===== config.mk =====
export PLATFORM = sky130hd
export DESIGN_NAME = mem_responder
export DESIGN_NICKNAME = d
export VERILOG_FILES = /design/src/rtl/mem_responder.sv
export SDC_FILE = /design/constraint.sdc
export NUM_CORES = 2
export LEC_CHECK = 0
export CORE_MARGIN = 2
export CORE_UTILIZATION = 54
export CTS_BUF_LIST = sky130_fd_sc_hd__clkbuf_16
export CTS_CLUSTER_DIAMETER = 80
export DETAILED_ROUTE_END_ITERATION = 12
export PLACE_DENSITY = 0.71
export SLEW_MARGIN = 5
export SYNTH_ARGS = -nofsm -noshare
export SYNTH_HDL_FRONTEND = slang
export SYNTH_SLANG_ARGS = --single-unit

===== constraint.sdc =====
create_clock -name clk -period 9.9 [get_ports clk]
set_input_delay 1.98 -clock clk [delete_from_list [all_inputs] [get_ports clk]]
set_output_delay 1.98 -clock clk [all_outputs]
set_load 0.03 [all_outputs]

===== src/rtl/mem_responder.sv =====
// mem_responder: memory-side responder for the mem_read / mem_write / mem_resp
// handshake. A request seen in IDLE is latched, held for a programmable number
// of wait states, then completed with a one-cycle mem_resp pulse. Reads load
// mem_rdata and writes update the enabled bytes of the internal word RAM.
module mem_responder #(
  parameter int width       = 16,
  parameter int addr_width  = 8,
  parameter int wait_cycles = 2
) (
  input  logic                 clk,
  input  logic                 rst,
  input  logic                 mem_read,
  input  logic                 mem_write,
  input  logic [15:0]          mem_address,
  input  logic [width-1:0]     mem_wdata,
  input  logic [width/8-1:0]   mem_byte_enable,
  output logic [width-1:0]     mem_rdata,
  output logic                 mem_resp
);

  localparam int nbytes = width / 8;
  localparam int depth  = 1 << addr_width;
  // The counter only ever holds values up to wait_cycles-1.
  localparam int cnt_w  = (wait_cycles > 1) ? $clog2(wait_cycles) : 1;
  localparam logic [cnt_w-1:0] cnt_init =
    cnt_w'((wait_cycles > 0) ? (wait_cycles - 1) : 0);

  typedef enum logic [1:0] {
    IDLE = 2'd0,
    WAIT = 2'd1,
    RESP = 2'd2
  } state_t;

  state_t state, state_next;
  logic [cnt_w-1:0] count, count_next;

  // Handshake decode produced by the next-state logic.
  logic accept;
  logic enter_resp;

  // Latched copy of the transaction taken in IDLE.
  logic                  lat_read;
  logic                  lat_write;
  logic [addr_width-1:0] lat_index;
  logic [width-1:0]      lat_wdata;
  logic [nbytes-1:0]     lat_be;

  // Operation actually performed on the RESP-entry edge.
  logic                  op_read;
  logic                  op_write;
  logic [addr_width-1:0] op_index;
  logic [width-1:0]      op_wdata;
  logic [nbytes-1:0]     op_be;

  // Output-side decode of the RESP-entry action.
  logic                  resp_next;
  logic                  rdata_load;
  logic [nbytes-1:0]     byte_we;

  // Word RAM; powers up cleared in simulation and in the FPGA bitstream.
  logic [width-1:0] ram [depth] = '{default: '0};

  // Only the word-index bits of the address matter; the rest are don't-care.
  logic unused_addr;
  assign unused_addr = ^mem_address;

  // State register: FSM state and wait-state counter.
  always_ff @(posedge clk) begin
    if (rst) begin
      state <= IDLE;
      count <= '0;
    end else begin
      state <= state_next;
      count <= count_next;
    end
  end

  // Next-state logic: accept in IDLE, count down in WAIT, one cycle in RESP.
  always_comb begin
    state_next = state;
    count_next = count;
    accept     = 1'b0;
    enter_resp = 1'b0;
    unique case (state)
      IDLE: begin
        if (mem_read || mem_write) begin
          accept = 1'b1;
          if (wait_cycles == 0) begin
            state_next = RESP;
            enter_resp = 1'b1;
          end else begin
            state_next = WAIT;
            count_next = cnt_init;
          end
        end
      end
      WAIT: begin
        if (count != '0) begin
          count_next = count - cnt_w'(1);
        end else begin
          state_next = RESP;
          enter_resp = 1'b1;
        end
      end
      RESP: begin
        state_next = IDLE;
      end
      default: begin
        state_next = IDLE;
      end
    endcase
  end

  // Output logic: pick live inputs when completing straight from IDLE
  // (zero wait states), otherwise the latched copy, and decode the action.
  always_comb begin
    if (state == IDLE) begin
      op_read  = mem_read;
      op_write = mem_write && !mem_read;
      op_index = mem_address[addr_width:1];
      op_wdata = mem_wdata;
      op_be    = mem_byte_enable;
    end else begin
      op_read  = lat_read;
      op_write = lat_write;
      op_index = lat_index;
      op_wdata = lat_wdata;
      op_be    = lat_be;
    end
    resp_next  = enter_resp;
    rdata_load = enter_resp && op_read;
    byte_we    = (enter_resp && op_write) ? op_be : '0;
  end

  // Transaction latch: snapshot the request so later input changes are ignored.
  always_ff @(posedge clk) begin
    if (rst) begin
      lat_read  <= 1'b0;
      lat_write <= 1'b0;
      lat_index <= '0;
      lat_wdata <= '0;
      lat_be    <= '0;
    end else if (accept) begin
      lat_read  <= mem_read;
      lat_write <= mem_write && !mem_read;
      lat_index <= mem_address[addr_width:1];
      lat_wdata <= mem_wdata;
      lat_be    <= mem_byte_enable;
    end
  end

  // Registered outputs: completion pulse and read data holding the last read.
  always_ff @(posedge clk) begin
    if (rst) begin
      mem_resp  <= 1'b0;
      mem_rdata <= '0;
    end else begin
      mem_resp <= resp_next;
      if (rdata_load) begin
        mem_rdata <= ram[op_index];
      end
    end
  end

  // RAM byte writes on the RESP-entry edge; a reset on that edge abandons it.
  always_ff @(posedge clk) begin
    if (!rst) begin
      for (int b = 0; b < nbytes; b++) begin
        if (byte_we[b]) begin
          ram[op_index][8*b +: 8] <= op_wdata[8*b +: 8];
        end
      end
    end
  end

endmodule

## After elaboration in Yosys (flattened, before gate mapping)

Memory sizes are Yosys's and may differ from the RTL's. A register that Yosys moved wholly into a read port is not among the register bits.
Cells that the tools add are included.

- Flip-flop bits (word level): 32
- Bits in writable memories: 4096
- Bits of input ports: 38
- Output and inout bits: 17
- Word-level logic and storage cells: 44
- Memories: 1

Memories:

| memory | depth | bits a word | read ports | clocked after Yosys merged registers in | write ports | RTL line | text |
|---|---|---|---|---|---|---|---|
| ram | 256 | 16 | 1 | 1 | 1 | 61 | `logic [width-1:0] ram [depth] = '{default: '0};` |

- Add/sub/neg operators: 1
- Equal/unequal tests: 3
- Mux-type cells: 22
- Reductions and logical operators: 9

Operators by type and width:

| cell | count |
|---|---|
| 2-to-1 mux 16 bit | 1 |
| 2-to-1 mux 1 bit | 14 |
| 2-to-1 mux 2 bit | 4 |
| 2-to-1 mux 8 bit | 1 |
| != test 2 bit (second input constant) | 2 |
| case mux 2 bit (2 select lines) | 1 |
| AND reduction 2 bit | 2 |
| logical AND 1 bit | 3 |
| == test 2 x 1 -> 1 bit (second input constant) | 1 |
| zero test 2 bit | 1 |
| case mux 1 bit (2 select lines) | 1 |
| nonzero test 2 bit | 1 |
| zero test 1 bit | 1 |
| logical OR 1 bit | 1 |
| subtractor 1 bit (second input constant) | 1 |

## Longest topological paths before layout

- Depth in word-level cells: 8
- Gate-level depth with buffers: 12
- Gate-level depth less buffers: 8

## Worst setup path before layout

Ideal clock, no wire load.

- Kind: in2reg
- From: in mem_wdata[10]
- To: mem ram[0][10], data pin
- Setup time: 0.823 ns
- Arrival: 5.077 ns
- Path slack: 4.001 ns
- Stages: 2
- Path buffers: 0
- Cells stage by stage: nand2_1 nand2_1

- Word-level cells in the longest chain between the ends: 1

Ends and longest elaborated chain:

| what | RTL line | text |
|---|---|---|
| start, declared | 15 | `input logic [width-1:0] mem_wdata,` |
| 2-to-1 mux 16 bit | 117 | `if (state == IDLE) begin` |
| via op_wdata[10] | 52 | `logic [width-1:0] op_wdata;` |
| end, declared | 61 |  |

The timed path passes the listed nets, and every way through them passes these cells.

## Worst setup path after layout

- From: in mem_address[1]
- To: reg mem_rdata[2] (read register of ram)

- Word-level cells in the longest chain between the ends: 1

Ends and longest elaborated chain:

| what | RTL line | text |
|---|---|---|
| start, declared | 14 | `input logic [15:0] mem_address,` |
| 2-to-1 mux 8 bit | 117 |  |
| end, declared | 17 | `output logic [width-1:0] mem_rdata,` |

Every way passes these cells.
A chain may end at the register's enable or synchronous reset.

==> metrics <==
outcome=finished, final reports clean; final core area utilization=59.9%; Post-layout nets=roughly 9k; clk buf depth=4; R2R cell count=12; cts repair resizes=0; Seq cells post-synth=4144; Critical Path Most Common Cell=buf_4; CTS hold repair buffers=0; Cells on Worst Hold Path=2; initial core utilization=54.2%; TritonCTS clock tree=built; total clock sinks=4144; number of distinct library cells after synthesis=44; Area Growth Syn to Fin=10.5%; Max Slew Vio Count=0; Worst Hold Path EP=lat_wdata[13]$_SDFFE_PP0P_; number of buffers created by CTS=393; max_slew headroom=approximately 13%; first-pass GRT wire length=574000 um; first-pass detailed-route iteration total=8; pre-CTS WS=3020 ps; critical path type=in -> reg; Clock Skew=39.6 ps; row cnt=about 200; Core ar.=0.284 mm2; worst skew pair latency=930 ps; io pins=55; RSZ-0062 raised after global routing=false; Post-CTS Setup Bufs=0; Root Buffer=clkbuf_16; Fmax achieved=0.164 GHz; Static Leak=50.8 nW; crit path time final=6110 ps; worst path cell trace=clkdlybuf4s50_1, or4b_1, o21ai_4, buf_4, buf_12, buf_4, a22oi_1, a21oi_1, o41ai_1, a41oi_1, nor4_1, a211oi_1; total routed wirelength=slightly below 400000 um; setup TNS=0 ps; Chip Width=538 um; final hold vios=0; Peak VDD IR=roughly 0.00014 V; slew of the pin with the lowest slew margin=about 1300 ps; drt initial violations=13.4k; worst stage delay on the critical path=610 ps; Net Count, Synth=9119; vias in the first global route=84.7k; Finish-stage setup viols=0; antenna violations before repair=9; most frequent cells in the layout=4096 x edfxtp_1, 2017 x a22oi_1, 1059 x a21oi_1, 545 x nor2_1, 405 x clkbuf_16; Pwr Density=approximately 220 mW/mm2; Worst setup SP type=input pin; htree depth=5; layout cells sized above 1=8.07%; Tcrit/Tclk final=61.8%; number of cells on the critical path=12; Avg WL per Cell=approximately 30 um; reg-to-reg critical path endpoint=mem_rdata[2]$_SDFFE_PP0P_; Final WS setup=3790 ps; data required time of the critical path=10680 ps; largest net degree at the start of global routing=221; Syn Area/Cell=17.0 um2; die height=538 um; most common cell after layout, fill and taps aside=edfxtp_1; routability cong.=0.845; Buffers & Inverters on Critical Path=4; GRT Util Overall=26.7%; Worst-path clk slew=60 ps; CP max FO=154; Power Total=around 38 mW; crit end category=flop; Worst Hold Class=reg -> reg; Post-DRT Antenna Nets=0; port bufs=46; WP data arrival=around 6900 ps; register area share after synthesis=about four fifths; cell count after synthesis=9081; Via density=about 6.8; reg-to-reg startpoint=state[1]$_SDFFE_PP0P_; hold path startpoint=lat_wdata[13]$_SDFFE_PP0P_; CP delay by family, top=compound AO/OA/AOI/OAI gates; Max Cap Viol=0; area of the die=approximately 0.29 mm2; DR vias=88.4k; minimum hold slack=between 400 and 500 ps; reg2reg setup slack=4450 ps; yosys warns=0; dpl hpwl=roughly 220000 um; DRC violations left=0; slowest library cell on the worst path=buf_4; Synth Cell Area=0.154 mm2; GRT overflow=0
==> routing by layer <==
| metal | track usage (%) | wire length, um |
|---|---|---|
| met2 | 41.7 | 188000 |
| met3 | 5.22 | 44500 |
| met1 | 36.9 | 148000 |
| met5 | 0 | 52 |
| met4 | 11.4 | 17500 |
==> per-stage QoR <==
step           instance area [um2]  std cells
3_5_place_dp                158000      12339
3_3_place_gp                158000      12339
6_report                    170000      13062
5_1_grt                     170000      13057
4_1_cts                     170000      13055
2_1_floorplan               154000       9081
==> synth_stat cells, drive strengths merged <==
cell type,count,area (um2)
a31oi,2,12.5
a21oi,1059,5300
nand3,12,60.1
o31a,1,8.76
inv,4,15.0
nor4,14,87.6
nand4,13,81.3
or2,1,6.26
and2,3,18.8
o21a,7,53.8
o221ai,2,17.5
a311oi,2,17.5
edfxtp,4096,123000
o22ai,8,50.1
nand2b,11,68.8
a211oi,15,113
and3,3,18.8
or3,4,25.0
nor2b,1,6.26
nand2,147,552
nor3b,2,15.0
a41o,1,10.0
a41oi,39,342
nor3,11,55.1
a221oi,17,149
o31ai,3,22.5
or4b,2,20.0
nor2,547,2060
dfxtp,48,961
o21ai,19,98.9
o211ai,1,7.51
or4,2,15.0
a22oi,2017,15100
a22o,16,140
buf,509,2720
o41ai,246,2150
clkbuf,196,736
==> flip-flops by register name, summed over array words and instances (netlist names) <==
name / flops
count: 1
lat_be: 2
lat_index: 8
lat_read: 1
lat_wdata: 16
lat_write: 1
mem_rdata: 16
mem_resp: 1
ram: 4096
state: 2
==> cells by family after synthesis <==
family / Yosys count / share of synthesized area, %
AOI/OAI and AO/OA: 3455 / 15.3
buffers and inverters: 709 / 2.25
and+or+nand+nor: 773 / 2.00
DFF: 4144 / 80.4
==> power breakdown <==
part	internal, mW	leakage [nW]	total, mW	switching (mW)
Clock	8.24	6.45	14.5	6.27
Sequential	19.8	37.5	19.8	0.0183
Combinational	0.777	6.88	3.51	2.73
Total	28.8	50.8	37.8	9.03
==> worst max-delay path by stage <==
| stage | startpoint | to | slack (ps) |
|---|---|---|---|
| 6_report | mem_address[1] | mem_rdata[2]$_SDFFE_PP0P_ | 3790 |
| 3_3_place_gp | mem_address[1] | mem_rdata[1]$_SDFFE_PP0P_ | 3110 |
| 2_1_floorplan | mem_wdata[10] | ram[0][10]$_DFFE_PP_ | 4000 |
| 5_1_grt | mem_address[1] | mem_rdata[7]$_SDFFE_PP0P_ | 3720 |
| 4_1_cts | mem_address[1] | mem_rdata[1]$_SDFFE_PP0P_ | 3950 |
| 3_5_place_dp | mem_address[1] | mem_rdata[1]$_SDFFE_PP0P_ | 3020 |
==> area by class of cell <==
type | instances | area (um2)
antenna | 7 | 17.5
clock buffer | 405 | 10100
clock inverter | 311 | 2260
fill | 19997 | 114000
inverter | 4 | 15.0
multi-input combinational | 4228 | 27200
sequential | 4144 | 124000
tap | 3762 | 4710
timing repair buffer | 201 | 2060
==> worst register-to-register path, cell delays in order (launching register included) <==
cell and delay [ps]:
dfxtp_1 500, nor2_4 60, buf_4 340, o21ai_4 990
buf_4 370, buf_12 440, buf_4 920, a22oi_1 130
a21oi_1 310, o41ai_1 180, a41oi_1 580, nor4_1 100
a211oi_1 400
(Power assumes the default switching activity.)
